## config.mk

```make
export PLATFORM = sky130hd
export DESIGN_NAME = rsa_modexp_stream_flat
export DESIGN_NICKNAME = d
export VERILOG_FILES = /design/src/rtl/rsa_modexp_stream_if.sv /design/src/rtl/rsa_modexp_stream.sv /design/src/flat_wrapper.sv
export SDC_FILE = /design/constraint.sdc
export NUM_CORES = 1
export LEC_CHECK = 0
export BUFFER_PORTS_ARGS = -buffer_cell sky130_fd_sc_hd__buf_2
export CAP_MARGIN = 20
export CORE_MARGIN = 2
export CORE_UTILIZATION = 50
export CTS_BUF_LIST = sky130_fd_sc_hd__clkbuf_4 sky130_fd_sc_hd__clkbuf_8
export DETAILED_ROUTE_END_ITERATION = 8
export HOLD_SLACK_MARGIN = 0.08
export PLACE_DENSITY = 0.75
export SETUP_SLACK_MARGIN = 0.02
export SLEW_MARGIN = 20
export SYNTH_ARGS = -nofsm -noshare
export SYNTH_HDL_FRONTEND = slang
export SYNTH_SLANG_ARGS = --single-unit
```

## constraint.sdc

```tcl
create_clock -name clk -period 8.74 [get_ports clk]
set_input_delay 0.437 -clock clk [delete_from_list [all_inputs] [get_ports clk]]
set_output_delay 0.437 -clock clk [all_outputs]
set_load 0.05 [all_outputs]
```

## src/rtl/rsa_modexp_stream_if.sv

```systemverilog
// Bundle of the control, memory and result-stream signals of the modular
// exponentiation engine.
//   master : host side. Drives exe, mode, n_mod, e_key, d_key and mem_data,
//            observes everything else.
//   slave  : engine side. Drives mem_rd, mem_addr, o_en, result, busy and
//            done.
interface rsa_modexp_stream_if #(
   parameter int WIDTH = 32,
   parameter int AW    = 6
);
   logic             exe;
   logic             mode;
   logic [WIDTH-1:0] n_mod;
   logic [WIDTH-1:0] e_key;
   logic [WIDTH-1:0] d_key;
   logic             mem_rd;
   logic [AW-1:0]    mem_addr;
   logic [WIDTH-1:0] mem_data;
   logic             o_en;
   logic [WIDTH-1:0] result;
   logic             busy;
   logic             done;

   modport master (
      output exe, mode, n_mod, e_key, d_key, mem_data,
      input  mem_rd, mem_addr, o_en, result, busy, done
   );

   modport slave (
      input  exe, mode, n_mod, e_key, d_key, mem_data,
      output mem_rd, mem_addr, o_en, result, busy, done
   );
endinterface

```

## src/rtl/rsa_modexp_stream.sv

```systemverilog
// Streaming modular exponentiation engine.
// After exe is accepted it reads NWORDS words from a synchronous memory
// (one-cycle read latency) and for each word M emits M^X mod N, where X is
// e_key or d_key depending on mode sampled when the word is loaded.
// Exponentiation is left-to-right square-and-multiply over all WIDTH key bits
// (no leading-zero skip); every modular product is bit-serial interleaved,
// one multiplier bit per cycle, so each SQR/MUL step takes exactly WIDTH cycles.
// Ports:
//   clk   : rising-edge clock
//   rst_n : asynchronous active-low reset
//   bus   : slave side of rsa_modexp_stream_if (control, memory, result)
module rsa_modexp_stream #(
   parameter int WIDTH  = 32,
   parameter int NWORDS = 64,
   parameter int AW     = 6
) (
   input logic                 clk,
   input logic                 rst_n,
   rsa_modexp_stream_if.slave  bus
);
   localparam int BW = $clog2(WIDTH);

   typedef enum logic [2:0] {IDLE, FETCH, LOAD, SQR, MUL, OUT, DONE} state_t;

   state_t           st;
   logic [AW-1:0]    idx;     // current word index
   logic [BW-1:0]    bit_i;   // exponent bit being processed
   logic [BW-1:0]    cnt;     // multiplier bit of the running modmul
   logic [WIDTH-1:0] r_q;     // running exponentiation result
   logic [WIDTH-1:0] m_q;     // message word
   logic [WIDTH-1:0] x_q;     // exponent latched at LOAD
   logic [WIDTH-1:0] p_q;     // modmul partial product, always < N

   logic [WIDTH:0]   n_ext, b_ext, acc;
   logic [WIDTH-1:0] p_nxt;

   // One interleaved modmul iteration. R is always the multiplier A (its bits
   // are scanned MSB first by cnt); the addend is R when squaring, M when
   // multiplying. One extra bit holds 2P and P+B, both below 2N.
   always_comb begin
      n_ext = {1'b0, bus.n_mod};
      b_ext = (st == MUL) ? {1'b0, m_q} : {1'b0, r_q};
      acc   = {p_q, 1'b0};
      if (acc >= n_ext) acc = acc - n_ext;
      if (r_q[cnt]) begin
         acc = acc + b_ext;
         if (acc >= n_ext) acc = acc - n_ext;
      end
      p_nxt = acc[WIDTH-1:0];
   end

   always_ff @(posedge clk or negedge rst_n) begin
      if (!rst_n) begin
         st           <= IDLE;
         idx          <= '0;
         bit_i        <= '0;
         cnt          <= '0;
         r_q          <= '0;
         m_q          <= '0;
         x_q          <= '0;
         p_q          <= '0;
         bus.mem_rd   <= 1'b0;
         bus.mem_addr <= '0;
         bus.o_en     <= 1'b0;
         bus.result   <= '0;
         bus.busy     <= 1'b0;
         bus.done     <= 1'b0;
      end else begin
         case (st)
            IDLE: begin
               if (bus.exe) begin
                  st           <= FETCH;
                  idx          <= '0;
                  bus.mem_addr <= '0;
                  bus.mem_rd   <= 1'b1;
                  bus.busy     <= 1'b1;
               end
            end
            FETCH: begin
               bus.mem_rd <= 1'b0;
               st         <= LOAD;
            end
            LOAD: begin
               // Key and mode are frozen here for the whole word.
               m_q   <= bus.mem_data;
               x_q   <= bus.mode ? bus.d_key : bus.e_key;
               r_q   <= WIDTH'(1);
               bit_i <= BW'(WIDTH-1);
               cnt   <= BW'(WIDTH-1);
               p_q   <= '0;
               st    <= SQR;
            end
            SQR: begin
               p_q <= p_nxt;
               cnt <= cnt - 1'b1;
               if (cnt == '0) begin
                  r_q <= p_nxt;
                  p_q <= '0;
                  cnt <= BW'(WIDTH-1);
                  if (x_q[bit_i]) begin
                     st <= MUL;
                  end else if (bit_i == '0) begin
                     st         <= OUT;
                     bus.result <= p_nxt;
                     bus.o_en   <= 1'b1;
                  end else begin
                     bit_i <= bit_i - 1'b1;
                  end
               end
            end
            MUL: begin
               p_q <= p_nxt;
               cnt <= cnt - 1'b1;
               if (cnt == '0) begin
                  r_q <= p_nxt;
                  p_q <= '0;
                  cnt <= BW'(WIDTH-1);
                  if (bit_i == '0) begin
                     st         <= OUT;
                     bus.result <= p_nxt;
                     bus.o_en   <= 1'b1;
                  end else begin
                     bit_i <= bit_i - 1'b1;
                     st    <= SQR;
                  end
               end
            end
            OUT: begin
               bus.o_en <= 1'b0;
               if (idx == AW'(NWORDS-1)) begin
                  st       <= DONE;
                  bus.done <= 1'b1;
                  bus.busy <= 1'b0;
               end else begin
                  idx          <= idx + 1'b1;
                  bus.mem_addr <= idx + 1'b1;
                  bus.mem_rd   <= 1'b1;
                  st           <= FETCH;
               end
            end
            DONE: begin
               // Wait for exe to drop so a held request does not rerun.
               if (!bus.exe) begin
                  st       <= IDLE;
                  bus.done <= 1'b0;
               end
            end
            default: st <= IDLE;
         endcase
      end
   end
endmodule

```

## src/flat_wrapper.sv

```systemverilog
// flat-port wrapper written by rule: the top's interface ports become plain ports
module rsa_modexp_stream_flat 
#(
   parameter int WIDTH  = 32,
   parameter int NWORDS = 64,
   parameter int AW     = 6
)
  (clk, rst_n, bus_exe, bus_mode, bus_n_mod, bus_e_key, bus_d_key, bus_mem_data, bus_mem_rd, bus_mem_addr, bus_o_en, bus_result, bus_busy, bus_done);
  rsa_modexp_stream_if #(.WIDTH(WIDTH), .AW(AW)) bus_i ();
  input logic clk;
  input logic rst_n;
  input wire logic [$bits(bus_i.exe)-1:0] bus_exe;
  input wire logic [$bits(bus_i.mode)-1:0] bus_mode;
  input wire logic [$bits(bus_i.n_mod)-1:0] bus_n_mod;
  input wire logic [$bits(bus_i.e_key)-1:0] bus_e_key;
  input wire logic [$bits(bus_i.d_key)-1:0] bus_d_key;
  input wire logic [$bits(bus_i.mem_data)-1:0] bus_mem_data;
  output wire logic [$bits(bus_i.mem_rd)-1:0] bus_mem_rd;
  output wire logic [$bits(bus_i.mem_addr)-1:0] bus_mem_addr;
  output wire logic [$bits(bus_i.o_en)-1:0] bus_o_en;
  output wire logic [$bits(bus_i.result)-1:0] bus_result;
  output wire logic [$bits(bus_i.busy)-1:0] bus_busy;
  output wire logic [$bits(bus_i.done)-1:0] bus_done;
  assign bus_i.exe = bus_exe;
  assign bus_i.mode = bus_mode;
  assign bus_i.n_mod = bus_n_mod;
  assign bus_i.e_key = bus_e_key;
  assign bus_i.d_key = bus_d_key;
  assign bus_i.mem_data = bus_mem_data;
  assign bus_mem_rd = bus_i.mem_rd;
  assign bus_mem_addr = bus_i.mem_addr;
  assign bus_o_en = bus_i.o_en;
  assign bus_result = bus_i.result;
  assign bus_busy = bus_i.busy;
  assign bus_done = bus_i.done;
  rsa_modexp_stream #(.WIDTH(WIDTH), .NWORDS(NWORDS), .AW(AW)) u_core (.clk(clk), .rst_n(rst_n), .bus(bus_i));
endmodule
```

Word-level counts from Yosys, hierarchy flattened
Cells that the tools add are included.
{"block": "totals", "ff_bits": 183, "in_bits": 132, "out_inout_bits": 42, "wordCells": 109}
{"block": "op_classes", "add_sub_neg": 6, "order_cmp": 4, "n_eq_ne": 16, "muxes": 50, "reduce_logical": 20}
{"operator": "32-bit two-way mux", "count": 10}
{"operator": "32-bit case mux with 2 select lines", "count": 3}
{"operator": "33-bit by 32-bit greater-or-equal comparator with 1-bit output", "count": 2}
{"operator": "33-bit by 32-bit adder with 33-bit output", "count": 1}
{"operator": "33-bit two-way mux", "count": 1}
{"operator": "33-bit by 32-bit subtractor with 33-bit output", "count": 1}
{"operator": "32-bit subtractor", "count": 1}
{"operator": "5-bit two-way mux", "count": 5}
{"operator": "3-bit two-way mux", "count": 8}
{"operator": "3-bit case mux with 7 select lines", "count": 1}
{"operator": "5-bit case mux with 3 select lines", "count": 1}
{"operator": "5-bit by 6-bit < comparator with 1-bit output (second input constant)", "count": 2}
{"operator": "6-bit two-way mux", "count": 2}
{"operator": "6-bit case mux with 2 select lines", "count": 1}
{"operator": "3-bit AND reduction", "count": 4}
{"operator": "4-bit AND reduction", "count": 3}
{"operator": "1-bit two-way mux", "count": 11}
{"operator": "1-bit binary-select mux with 5-bit select", "count": 2}
{"operator": "5-bit zero test", "count": 2}
{"operator": "2-bit != test (second input constant)", "count": 5}
{"operator": "5-bit case mux with 2 select lines", "count": 1}
{"operator": "5-bit by 1-bit subtractor with 5-bit output (second input constant)", "count": 2}
{"operator": "3-bit == test (second input constant)", "count": 3}
{"operator": "3-bit nonzero test", "count": 3}
{"operator": "other kinds (13)", "count": 21}

Logic depth before layout (Yosys ltp)
{"block": "depth", "ltp_word": 10, "depth_mapped": 38, "depth_no_buf": 34}

Worst setup path after synthesis
OpenSTA, ideal clock, no wires.
{"block": "synth_timing", "path_kind": "input -> register", "from": "input bus_n_mod[20]", "to": "register u_core.p_q[20]", "t_arrival_ns": 7.480, "required_time_ns": 8.614, "slack_ns": 1.134, "stages": 35, "path_cell_list": "inv_1 > ha_1 > a21o_1 > a21o_1 > a21o_1 > o211ai_1 > nand3_1 > o21ai_2 > and2_1 > buf_2 > clkbuf_1 > mux2i_1 > inv_1 > ha_1 > a21o_1 > a21oi_1 > o31a_1 > a22o_1 > o221a_2 > o31ai_1 > a221oi_1 > xnor2_1 > ha_1 > a21oi_1 > o21ai_0 > a211oi_1 > o21ai_0 > nor3_1 > a21oi_1 > nand2b_1 > or4_4 > buf_6 > nand3_4 > a21oi_2 > a221o_1"}
{"block": "synth_between", "elab_chain_len": 8, "elab_cells_between_ends": 10, "classes_between": "add/sub (3); order compare (2); mux (5)"}
{"element": "start, declared", "line": "flat_wrapper.sv:14", "rtl": "input wire logic [$bits(bus_i.n_mod)-1:0] bus_n_mod;"}
{"element": "33-bit by 32-bit subtractor with 33-bit output or 33-bit by 32-bit greater-or-equal comparator with 1-bit output (tied branches)", "line": "rsa_modexp_stream.sv:44", "rtl": "if (acc >= n_ext) acc = acc - n_ext;"}
{"element": "33-bit two-way mux", "line": "rsa_modexp_stream.sv:44"}
{"element": "33-bit by 32-bit adder with 33-bit output", "line": "rsa_modexp_stream.sv:46", "rtl": "acc = acc + b_ext;"}
{"element": "32-bit subtractor or 33-bit by 32-bit greater-or-equal comparator with 1-bit output (tied branches)", "line": "rsa_modexp_stream.sv:47", "rtl": "if (acc >= n_ext) acc = acc - n_ext;"}
{"element": "32-bit two-way mux", "line": "rsa_modexp_stream.sv:47"}
{"element": "32-bit two-way mux *", "line": "rsa_modexp_stream.sv:45", "rtl": "if (r_q[cnt]) begin"}
{"element": "32-bit two-way mux *", "line": "rsa_modexp_stream.sv:96, rsa_modexp_stream.sv:114"}
{"element": "32-bit case mux with 2 select lines *", "line": "rsa_modexp_stream.sv:69", "rtl": "case (st)"}
{"element": "end signal, assigned", "line": "rsa_modexp_stream.sv:94", "rtl": "p_q <= p_nxt;"}
{"element": "end signal, assigned", "line": "rsa_modexp_stream.sv:112", "rtl": "p_q <= p_nxt;"}
{"element": "end, declared", "line": "rsa_modexp_stream.sv:32", "rtl": "logic [WIDTH-1:0] p_q;"}
Every way passes the cells marked *; elsewhere a longest branch is shown, timed or not.
A chain may end at the register's enable or synchronous reset.

Worst setup path in the final report
{"block": "layout_timing", "from": "register u_core.p_q[19]", "to": "register u_core.p_q[18]"}
{"block": "layout_between", "elab_chain_len": 8, "elab_cells_between_ends": 10, "classes_between": "add/sub (3); order compare (2); mux (5)"}
{"element": "33-bit by 32-bit subtractor with 33-bit output or 33-bit by 32-bit greater-or-equal comparator with 1-bit output (tied branches)", "line": "rsa_modexp_stream.sv:44"}
{"element": "33-bit two-way mux *", "line": "rsa_modexp_stream.sv:44"}
{"element": "33-bit by 32-bit adder with 33-bit output", "line": "rsa_modexp_stream.sv:46"}
{"element": "33-bit by 32-bit greater-or-equal comparator with 1-bit output or 32-bit subtractor (tied branches)", "line": "rsa_modexp_stream.sv:47"}
{"element": "32-bit two-way mux", "line": "rsa_modexp_stream.sv:47"}
{"element": "32-bit two-way mux *", "line": "rsa_modexp_stream.sv:45"}
{"element": "32-bit two-way mux *", "line": "rsa_modexp_stream.sv:96, rsa_modexp_stream.sv:114"}
{"element": "32-bit case mux with 2 select lines *", "line": "rsa_modexp_stream.sv:69"}
Marks and branches as above.

==> Flow_metrics.wiki <==
{| class="wikitable"
! Metric !! Value
|-
| Outcome || finished, final reports clean
|-
| Multi-input gate area || roughly 9600 sq um
|-
| Max_slew headroom || 28.3%
|-
| Net count reported at finish || roughly 2200
|-
| Placed wire-length estimate || approximately 39000 um
|-
| Worst Hold Margin || just over 0.07 ns
|-
| Cell accounting for the most synthesized area || sky130_fd_sc_hd__dfrtp_1
|-
| Highest clock frequency the design can meet || approximately 120 MHz
|-
| Port Buffers || ~170
|-
| Average size of a mapped cell || ~8 sq um
|-
| TritonCTS Buffers || 17
|-
| Slowest stage delay, CP || between 0.5 and 0.6 ns
|-
| Clock Pin Slew Worst Setup and Hold Paths || 0.11 ns
|-
| Most common cell after layout, fill and taps aside || sky130_fd_sc_hd__nand2_1
|-
| Effective utilization at floorplan || between 50% and 60%
|-
| Core region area || 28900 sq um
|-
| Highest-delay cell along the critical path || sky130_fd_sc_hd__or4_1
|-
| Peak VDD IR || 203 uV
|-
| Synthesis Warnings || 0
|-
| Via count || around 15000
|-
| Top FF cell, synth || sky130_fd_sc_hd__dfrtp_1
|-
| Routed wire length || 50700 um
|-
| Kind of launch point of the worst setup path || register
|-
| Top-level port count || about 170
|-
| Via count of the first global-routing pass || roughly 14000
|-
| Global-route usage over all layers || 32.9%
|-
| Post-route non-filler standard cell count || about 2400
|-
| Total DRC errors in the routed layout || 0
|-
| Min Clock Period, post-route || 8.47 ns
|-
| Sequential fraction of the synthesis area || about 31%
|-
| Clock latency of the later-clocked register in the worst-skew pair || 0.51 ns
|-
| Length in cells of the worst reg-to-reg path || 31
|-
| Final count of pins violating max slew || 0
|-
| WL per Instance || about 21 um
|-
| Setup violations, final || 0
|-
| Overall die area || a little over 30000 sq um
|-
| Clock tree from TritonCTS || yes
|-
| Yosys top cell area share || a little under a third
|-
| Worst Skew || between 0.015 and 0.02 ns
|-
| Number of max-capacitance violations reported || 0
|-
| Hold_buf cts || 0
|-
| Synth area leaders || sky130_fd_sc_hd__dfrtp_1 31%, sky130_fd_sc_hd__nand2_1 10%, sky130_fd_sc_hd__ha_1 8.4%
|-
| Maximum buffer depth of the clock tree || 2
|-
| Number of levels the H-tree was split into || 4
|-
| Number of sinks handled by clock tree synthesis || between 150 and 200
|-
| Placer congestion estimate || around 0.97
|-
| Net Count, Synth || between 2000 and 2500
|-
| Total placed cells including tap cells || about 2300
|-
| Power per unit of standard cell area || around 400 nW/um^2
|-
| Type of the worst min-delay path || input port to asynchronous set/reset pin
|-
| Total standard cell area after synthesis || between 10000 and 15000 sq um
|-
| Number of distinct standard cells referenced by the synthesized netlist || between 90 and 100
|-
| Number of instances in the synthesized netlist || 1812
|-
| Number of enable flip-flop cells after synthesis || 0
|-
| Synthesized flop and latch total || between 150 and 200
|-
| Ratio of routed vias to standard cells || between 6 and 7
|-
| Setup TNS || 0 ns
|-
| Die Y-Extent || 176 um
|-
| Worst setup EP type || register
|-
| Endpoint of the most critical register-to-register path || u_core.p_q[18]$_DFFE_PN0P_
|-
| Antenna Cells || 0
|-
| Setup slack on the worst flop-to-flop path || between 0.2 and 0.3 ns
|-
| Origin of the critical flop-to-flop path || u_core.p_q[19]$_DFFE_PN0P_
|-
| CP Data Arrival Time || ~8.9 ns
|-
| Layout Area Growth over Synthesis || 12.8%
|-
| Horizontal extent of the die || 176 um
|-
| Post-route total power || roughly 6.6 mW
|-
| Leakage dissipation || a little over 8 nW
|-
| Critical path start-end classification || register to register
|-
| Maximum number of pins on one net before global-route repair || around 120
|-
| Slew at the pin closest to its max-slew limit || roughly 1.1 ns
|-
| Storage element area || 4580 sq um
|-
| Share of flip-flops with an asynchronous set or reset after synthesis || 100%
|-
| Highest fanout seen on the critical path || 12
|-
| Wire length of the first global-routing pass || 78800 um
|-
| Post-DRT Antenna Nets || 0
|-
| RSZ-0062 raised after global routing || no
|-
| Total grt overflow || 0
|-
| Required time at the endpoint of the critical path || a little over 9 ns
|-
| Clock root buffer || sky130_fd_sc_hd__clkbuf_8
|-
| Final Util || roughly 58%
|-
| Fill cell count || approximately 2600
|-
| Highest-count cells in the layout ignoring fill and taps || 398 x sky130_fd_sc_hd__nand2_1, 183 x sky130_fd_sc_hd__dfrtp_1, 172 x sky130_fd_sc_hd__buf_2
|-
| Number of standard-cell rows in the floorplan || 62
|-
| Final count of hold timing violations || 0
|-
| Number of design-rule violations left by the first detailed-router iteration || between 1500 and 2000
|-
| Fraction of layout instances using a drive strength above 1 || 17.2%
|-
| Ratio of final minimum period to clock period || 96.9%
|-
| Detailed-routing iteration count for the pre-antenna-repair pass || 8
|-
| Initial antenna violation count || 2
|}
layer usage:
metal  up-vias  share of wire, %  GRT usage, %
met5         -             0.022             0
met4         2               3.4          11.9
met3       105                11          7.23
met2       874                43          48.5
met1      6854                43          47.4
li1       6811                 -             -
cells in the mapped netlist (11+ instances only):
master	n
sky130_fd_sc_hd__a211oi_1	11
sky130_fd_sc_hd__a21o_1	38
sky130_fd_sc_hd__a21oi_1	114
sky130_fd_sc_hd__a22oi_1	12
sky130_fd_sc_hd__a31oi_1	11
sky130_fd_sc_hd__and2_1	12
sky130_fd_sc_hd__and3_1	15
sky130_fd_sc_hd__buf_2	12
sky130_fd_sc_hd__clkbuf_1	66
sky130_fd_sc_hd__dfrtp_1	183
sky130_fd_sc_hd__ha_1	99
sky130_fd_sc_hd__inv_1	79
sky130_fd_sc_hd__mux2i_1	49
sky130_fd_sc_hd__mux4_2	20
sky130_fd_sc_hd__nand2_1	400
sky130_fd_sc_hd__nand2b_1	18
sky130_fd_sc_hd__nand3_1	40
sky130_fd_sc_hd__nand4_1	21
sky130_fd_sc_hd__nor2_1	92
sky130_fd_sc_hd__nor2b_1	12
sky130_fd_sc_hd__nor3_1	22
sky130_fd_sc_hd__o211ai_1	20
sky130_fd_sc_hd__o21a_1	11
sky130_fd_sc_hd__o21ai_0	134
sky130_fd_sc_hd__o21ai_1	30
sky130_fd_sc_hd__o21bai_1	15
sky130_fd_sc_hd__o221ai_1	15
sky130_fd_sc_hd__o31ai_1	13
sky130_fd_sc_hd__xnor2_1	52
sky130_fd_sc_hd__xor2_1	29
final cells by class:
type | instances | share of cell area [%]
inverters | 81 | 1.83
well taps | 384 | 2.88
clock inverters | 15 | 1.14
clock buffers | 17 | 1.40
flip-flops and latches | 183 | 27.5
multi-input cells | 1464 | 57.9
repair buffers | 220 | 7.37
worst max-delay path, delay by kind of cell (launching register included):
kind	cells	cell delay (ns)
xor gates and xnor gates	1	0.37
AOI/OAI and AO/OA	14	3.29
and+or+nand+nor	11	2.62
buffers and inverters	2	0.42
DFF	1	0.44
adders and majority gates	3	1.21
cell families after synthesis:
group / synth area share [%]
xor gates and xnor gates: 4.81
and+or+nand+nor: 20.7
buffers and inverters: 4.45
adders and majority gates: 8.80
AOI/OAI and AO/OA: 23.3
DFF: 31.0
muxes: 6.91
flip-flops by register name, indices dropped and copies added (netlist names):
signal	cells
u_core.x_q	32
u_core.bus.result	32
u_core.bus.busy	1
u_core.st	3
u_core.bit_i	5
u_core.cnt	5
u_core.bus.o_en	1
u_core.bus.done	1
u_core.r_q	32
u_core.bus.mem_rd	1
u_core.bus.mem_addr	6
u_core.m_q	32
u_core.p_q	32
through the flow:
step                area (sq um)  setup WS (ns)
finish                     16700          0.273
global route               16700        0.00157
CTS                        16500          0.146
detailed placement         16100         0.0350
global placement           16100          0.244
floorplan                  14800           1.13
how the worst max path moves through the flow:
stage / startpoint / to / cells past startpoint
2_1_floorplan: bus_n_mod[20] / u_core.p_q[20]$_DFFE_PN0P_ / 35
3_3_place_gp: bus_n_mod[20] / u_core.r_q[9]$_DFFE_PN0P_ / 34
5_1_grt: u_core.p_q[19]$_DFFE_PN0P_ / u_core.p_q[18]$_DFFE_PN0P_ / 31
4_1_cts: u_core.p_q[19]$_DFFE_PN0P_ / u_core.r_q[9]$_DFFE_PN0P_ / 32
3_5_place_dp: bus_n_mod[20] / u_core.r_q[9]$_DFFE_PN0P_ / 34
6_report: u_core.p_q[19]$_DFFE_PN0P_ / u_core.p_q[18]$_DFFE_PN0P_ / 31
timing repair:
action	in CTS	in global routing
endpoints found under the setup margin	0	93
gates resized for setup	0	16
setup buffers	0	9
where the power goes:
group	switching [mW]	total (mW)	internal [mW]
clock	0.389	0.612	0.223
combinational	2.97	4.67	1.70
sequential	0.262	1.35	1.09
No activity file was read; power rests on OpenSTA's default activity.
